$ cat src/rtl/pix_dot_sum.sv
// Pipelined signed sum of NCH fixed-point channel products plus offset, clamped
// to an OW-bit pixel with a saturation flag, valid/ready stall and event counter.

module pix_dot_term #(
    parameter int PW    = 36,
    parameter int FRAC  = 9,
    parameter int ROUND = 1,
    parameter int AW    = 32
) (
    input  logic [PW-1:0]        i_p,
    output logic signed [AW-1:0] o_term
);
    localparam logic [PW:0] RC = (ROUND != 0) ? ((PW+1)'(1) << (FRAC-1)) : '0;

    // One guard bit so the rounding constant cannot wrap the product.
    logic signed [PW:0] w_ext;

    assign w_ext  = $signed({i_p[PW-1], i_p} + RC);
    assign o_term = AW'(w_ext >>> FRAC);
endmodule

module pix_dot_sum #(
    parameter int NCH        = 3,
    parameter int PW         = 36,
    parameter int FRAC       = 9,
    parameter int OW         = 8,
    parameter int OUT_SIGNED = 0,
    parameter int ROUND      = 1
) (
    input  logic              clk,
    input  logic              rst_n,
    input  logic              in_valid,
    output logic              in_ready,
    input  logic [NCH*PW-1:0] prod,
    input  logic [OW:0]       offset,
    output logic              out_valid,
    input  logic              out_ready,
    output logic [OW-1:0]     result,
    output logic              sat,
    output logic [15:0]       sat_cnt,
    input  logic              cnt_clr
);
    localparam int TW = PW - FRAC;
    localparam int D  = $clog2(NCH + 1);
    localparam int AW = ((TW > OW + 1) ? TW : OW + 1) + D + 1;

    localparam logic signed [AW-1:0] HI = (OUT_SIGNED != 0) ?
        AW'((longint'(1) <<< (OW - 1)) - 1) : AW'((longint'(1) <<< OW) - 1);
    localparam logic signed [AW-1:0] LO = (OUT_SIGNED != 0) ?
        AW'(-(longint'(1) <<< (OW - 1))) : '0;

    // Operand count feeding tree level l (level 0 is the E stage).
    function automatic int lvl_n(input int l);
        int n;
        n = NCH + 1;
        for (int i = 0; i < l; i++) n = (n + 1) / 2;
        return n;
    endfunction

    logic                 w_en;
    logic [D+1:0]         r_vld_pipe;
    logic signed [AW-1:0] w_term [NCH];
    logic signed [AW-1:0] w_off;
    logic signed [AW-1:0] r_lvl [D+1][NCH+1];
    logic signed [AW-1:0] w_sum;
    logic signed [AW-1:0] w_clamp;
    logic [OW-1:0]        r_result;
    logic                 r_sat;
    logic [15:0]          r_sat_cnt;

    assign w_en      = !r_vld_pipe[D+1] || out_ready;
    assign in_ready  = w_en;
    assign out_valid = r_vld_pipe[D+1];
    assign result    = r_result;
    assign sat       = r_sat;
    assign sat_cnt   = r_sat_cnt;
    assign w_off     = {{(AW-OW-1){offset[OW]}}, offset};

    for (genvar i = 0; i < NCH; i++) begin : g_lane
        pix_dot_term #(.PW(PW), .FRAC(FRAC), .ROUND(ROUND), .AW(AW)) u_term (
            .i_p   (prod[i*PW +: PW]),
            .o_term(w_term[i])
        );
    end

    // Bubbles travel with the data; nothing is compressed.
    always_ff @(posedge clk or negedge rst_n) begin
        if (!rst_n)    r_vld_pipe <= '0;
        else if (w_en) r_vld_pipe <= {r_vld_pipe[D:0], in_valid};
    end

    always_ff @(posedge clk) begin
        if (w_en) begin
            for (int j = 0; j < NCH; j++) r_lvl[0][j] <= w_term[j];
            r_lvl[0][NCH] <= w_off;
            for (int lv = 1; lv <= D; lv++) begin
                for (int j = 0; j <= NCH; j++) begin
                    if (j < lvl_n(lv)) begin
                        if (2*j + 1 < lvl_n(lv - 1))
                            r_lvl[lv][j] <= r_lvl[lv-1][(2*j > NCH) ? NCH : 2*j]
                                          + r_lvl[lv-1][(2*j+1 > NCH) ? NCH : 2*j+1];
                        else
                            r_lvl[lv][j] <= r_lvl[lv-1][(2*j > NCH) ? NCH : 2*j];
                    end else begin
                        r_lvl[lv][j] <= '0;
                    end
                end
            end
        end
    end

    assign w_sum = r_lvl[D][0];

    always_comb begin
        w_clamp = w_sum;
        if (w_sum > HI)      w_clamp = HI;
        else if (w_sum < LO) w_clamp = LO;
    end

    always_ff @(posedge clk or negedge rst_n) begin
        if (!rst_n) begin
            r_result <= '0;
            r_sat    <= 1'b0;
        end else if (w_en && r_vld_pipe[D]) begin
            r_result <= OW'(w_clamp);
            r_sat    <= (w_clamp != w_sum);
        end
    end

    always_ff @(posedge clk or negedge rst_n) begin
        if (!rst_n)
            r_sat_cnt <= '0;
        else if (cnt_clr)
            r_sat_cnt <= '0;
        else if (r_vld_pipe[D+1] && out_ready && r_sat && r_sat_cnt != 16'hFFFF)
            r_sat_cnt <= r_sat_cnt + 16'd1;
    end
endmodule

$ cat config.mk
export PLATFORM = sky130hd
export DESIGN_NAME = pix_dot_sum
export DESIGN_NICKNAME = d
export VERILOG_FILES = /design/src/rtl/pix_dot_sum.sv
export SDC_FILE = /design/constraint.sdc
export NUM_CORES = 1
export LEC_CHECK = 0
export ABC_AREA = 1
export ABC_CLOCK_PERIOD_IN_PS = 7500
export CORE_ASPECT_RATIO = 0.75
export CORE_MARGIN = 4
export CORE_UTILIZATION = 30
export CTS_CLUSTER_DIAMETER = 60
export DETAILED_ROUTE_END_ITERATION = 12
export GPL_TIMING_DRIVEN = 0
export PLACE_DENSITY = 0.5
export SETUP_SLACK_MARGIN = 0.15
export SLEW_MARGIN = 20
export SYNTH_ARGS = -nofsm -noshare
export SYNTH_HDL_FRONTEND = slang
export SYNTH_SLANG_ARGS = --single-unit
$ cat constraint.sdc
create_clock -name clk -period 7.5 [get_ports clk]
set_input_delay 1.5 -clock clk [delete_from_list [all_inputs] [get_ports clk]]
set_output_delay 1.5 -clock clk [all_outputs]
set_load 0.01 [all_outputs]
======== Word-level counts from Yosys, hierarchy flattened ========
Memories as Yosys holds them, arrays and structs flattened.
Cells that the tools add are included.
word-level totals
  logic and storage cells ................. 29
  input port bits ......................... 122
  RAM bits ................................ 360
  output and inout bits ................... 27
  memories kept ........................... 1
  flip-flop bits (word level) ............. 29
operators by class
  add/sub/neg operators ................... 7
  $lt $le $gt $ge ......................... 2
  reduce and logical (&&, ||, !) cells .... 7
  equal/unequal tests ..................... 2
  multiplexer cells ....................... 6
memories
  name   depth  width  rd ports  clocked after memory_dff  wr ports  RTL line  text
  r_lvl  3      120    3         0                         3         64        logic signed [AW-1:0] r_lvl [D+1][NCH+1];
operator list
  kind                      number
  $add A36 B10 Y37 const B  3
  $add A30 B30 Y30          3
  $mux W30                  2
  $mux W16                  2
  $gt A30 B9 Y1 const B     1
  $lt A30 B1 Y1 const B     1
  $ne A30 B30 Y1            1
  $add A16 B1 Y16 const B   1
  $ne A16 B16 Y1 const B    1
  $logic_and A1 B1 Y1       4
  $mux W1                   2
  $reduce_bool A2 Y1        1
  $logic_not A1 Y1          1
  $logic_or A1 B1 Y1        1

======== Depth between registers and ports, before layout ========
  word-level depth ........................ 5
  depth in mapped cells ................... 12
  mapped depth without buffers ............ 12

======== By module ========
A second synthesis with hierarchy kept.
unflattened totals
  cell total of the unflattened synthesis .. 2274
  area total of the unflattened synthesis .. 16306.9 um2
by module, submodules not included
  module        instances  area an instance (um2)  seq. area each (um2)  cells each
  pix_dot_sum   1          13889.6                 6401.1                1791
  pix_dot_term  3          805.8                   0.0                   161

======== Worst setup path after synthesis ========
OpenSTA, ideal clock, no wires.
  kind .................................... in2out
  from .................................... input port out_ready
  to ...................................... output port in_ready
  data arrival time ....................... 5.215 ns
  cell stages on the path ................. 2
  data required time ...................... 6.000 ns
  path buffers ............................ 0
  slack ................................... 0.785 ns
  cells stage by stage .................... nor2_1 inv_1
between the ends
  word-level cells in the longest chain between the ends .. 1
RTL lines
  what                RTL line  text
  from (decl)         37        input logic out_ready,
  $logic_or A1 B1 Y1  71        assign w_en = !r_vld_pipe[D+1] || out_ready;
  to (decl)           33        output logic in_ready,
Every way passes these cells.

======== Worst setup path in the final report ========
Same ends and word-level chain as after synthesis.

==> metrics <==
Area contributors post-synth edfxtp_1 35%, nand2_1 18%, inv_1 8.5%; status finished, final reports clean; dpl hpwl 38800 um; power per cell area 361 nW/um^2; hold_buf cts 0; final hold vios 0; largest net degree at the start of global routing 96; Final min period 5.30 ns; total power 6.74 mW; fillers 5450; cell count after synthesis 2139; post-synth top area cell edfxtp_1; Die W 272 um; wire per inst 15.3 um; Syn Area/Cell 7.32 sq um; CP Max Fanout 95; initial antenna violation count 2; WS Path Type in -> out; Multi-input gate area 8060 sq um; CP endpoint kind output port; IO Port Bufs 124; global route total overflow 0; f_max 189 MHz; Worst path slowest cell clkdlybuf4s50_1; Net Count, Synth 2353; r2r endpoint r_lvl[1][88]; core area 51600 sq um; number of synthesized flops with an enable pin 183; critical path's top delay family buffers and inverters; Ant. Diodes 0; Max Slew Vio Count 0; crit path cell chain clkdlybuf4s50_1 -> nor2_1 -> inv_8 -> buf_16 -> clkdlybuf4s50_1; # setup viols final 0; clk sinks 212; latest clock arrival within the worst-skew pair 0.55 ns; R2R depth 10; Seq cells post-synth 212; final setup margin 2.20 ns; max-cap violation count 0; Arr. time, crit path 3.80 ns; leakage 8.85 nW; postcts setup bufs 0; Crit path largest cell delay 0.65 ns; worst endpoint required time 6.00 ns; Routed WL 46300 um; vias in the first global route 13300; CP dominant cell by count clkdlybuf4s50_1; RSZ-0062 raised after global routing no; Remaining DRCs 0; crit start category input pin; Final Net Count 2508; Max Buffers Root-to-Sink 3; clk slew on worst S/H paths 0.05 ns; ys flop type edfxtp_1; die height 206 um; fraction of layout instances using a drive strength above 1 0.0333; # IOs 149; Distinct cells, synth 36; DR iter-0 viols 1004; min-delay worst type reg -> reg; hold depth 2; post-synthesis sequential area ratio 0.397; Via density 4.58; Row Count 72; initial core utilization 0.304; yosys warns 0; dpl cell area 17800 sq um; Reg area 6220 sq um; r2r setup slk 4.85 ns; synthesized area 15700 sq um; post_cts resized 0; GR Util All Layers 0.164; GP Congestion 0.934; Final Cycle Share 0.707; router iterations before antenna repair 5; clock root buffer clkbuf_16; htree depth 1; Final Skew 0.00944 ns; first-pass GRT wire length 72700 um; maximum vdd ir drop 176 uV; Post-DRT Antenna Nets 0; design area 18700 sq um; Min-Delay Endpoint r_vld_pipe[3]; R2R Path Start r_lvl[0][29]; Post-synth ARST share 0.137; CTS buffer count 27; Worst Max-Slew Pin Slew 0.741 ns; die area 56000 sq um; Hold Startpoint r_vld_pipe[2]; Buf+Inv Stages, Crit Path 4; Max-slew headroom 0.502; pre-CTS setup slack 2.19 ns; Syn-to-layout area delta 19.0%; Yosys top cell area share 0.351; CTS tree built; via count 13800
[cell families (layout without fill, tap and decap cells)]
logic type | after synthesis | after routing | share of synthesized area
adders and majority gates | 92 | 92 | 0.0749
xor gates and xnor gates | 122 | 122 | 0.0682
DFF | 212 | 212 | 0.397
buffers and inverters | 359 | 535 | 0.0884
and+or+nand+nor | 1229 | 1229 | 0.327
AOI/OAI and AO/OA | 125 | 125 | 0.0446
[power breakdown]
part	leakage (nW)	switching, mW	internal (mW)
clock network	0.393	0.509	0.679
logic	6.21	2.30	1.13
registers	2.25	0.207	1.91
[synthesized netlist by cell type, types with 3 or more instances]
master,number
nor2_1,192
xnor2_1,31
o21bai_1,12
o21ai_0,28
nand3_1,147
and2_1,5
nand4_1,47
dfrtp_1,29
nor3_1,58
nand3_2,4
edfxtp_1,183
a21oi_1,72
xor2_1,91
and3_1,4
nand2_1,752
ha_1,89
nand2_2,6
fa_1,3
o21ai_2,8
nor2_2,4
inv_1,353
[layout make-up]
type	count	share of cell area
multi-input combinational	1568	0.432
sequential	212	0.334
inverter	356	0.0723
timing repair buffer	126	0.0688
tap	703	0.0472
clock buffer	37	0.0388
clock inverter	13	0.00476
buffer	3	0.00235
[sequential cells by signal, indices dropped and copies added, names as in the netlist]
signal and count:
r_lvl 183, sat_cnt 16, result 8, r_vld_pipe 4, sat 1
[layout by cell type, fill, tap and decap left out, drive strengths merged]
cell type,instances
ha,89
nand2,759
o21ai,36
clkinv,9
nor3b,3
nand3,151
fa,3
nand3b,1
buf,5
o21bai,12
nor4b,1
nor2,196
xor2,91
nor3,61
and3,4
a31o,1
and2,5
xnor2,31
a21oi,72
inv,358
clkinvlp,2
clkbuf,38
clkdlybuf4s50,123
o21a,2
nand4,47
a21o,2
dfrtp,29
or2,1
edfxtp,183
[worst max path at each step]
stage | start | end | slack, ns | cells past startpoint
floorplan | out_ready | in_ready | 0.78 | 2
global placement | out_ready | in_ready | -2.58 | 4
detailed placement | out_ready | in_ready | 2.19 | 5
CTS | out_ready | in_ready | 2.18 | 5
global route | out_ready | in_ready | 2.07 | 5
finish | out_ready | in_ready | 2.20 | 5
[through the flow]
stage,cells,util,setup TNS (ns),hold WS (ns)
after CTS,3018,0.361,0,0.470
after detailed placement,2968,0.346,0,0.455
after global routing,3018,0.361,0,0.506
after global placement,2966,0.345,-65.66,0.448
final,3018,0.361,0,0.464
after floorplan,2139,-,0,0.432
[metal layers]
metal | GRT usage | wire [um] | vias up
met4 | 0.0316 | 854 | 4
li1 | - | - | 7173
met5 | 0 | 24 | -
met3 | 0.0316 | 2700 | 48
met1 | 0.252 | 24200 | 6284
met2 | 0.240 | 18500 | 311
[tightest hold or removal path: cells and delay by family, from the launching register on]
family	cells	cell delay, ns
flip-flops	1	0.32
AND/OR/NAND/NOR	1	0.06
buffers and inverters	1	0.05
Note: power is estimated with default switching activity, not from simulation.
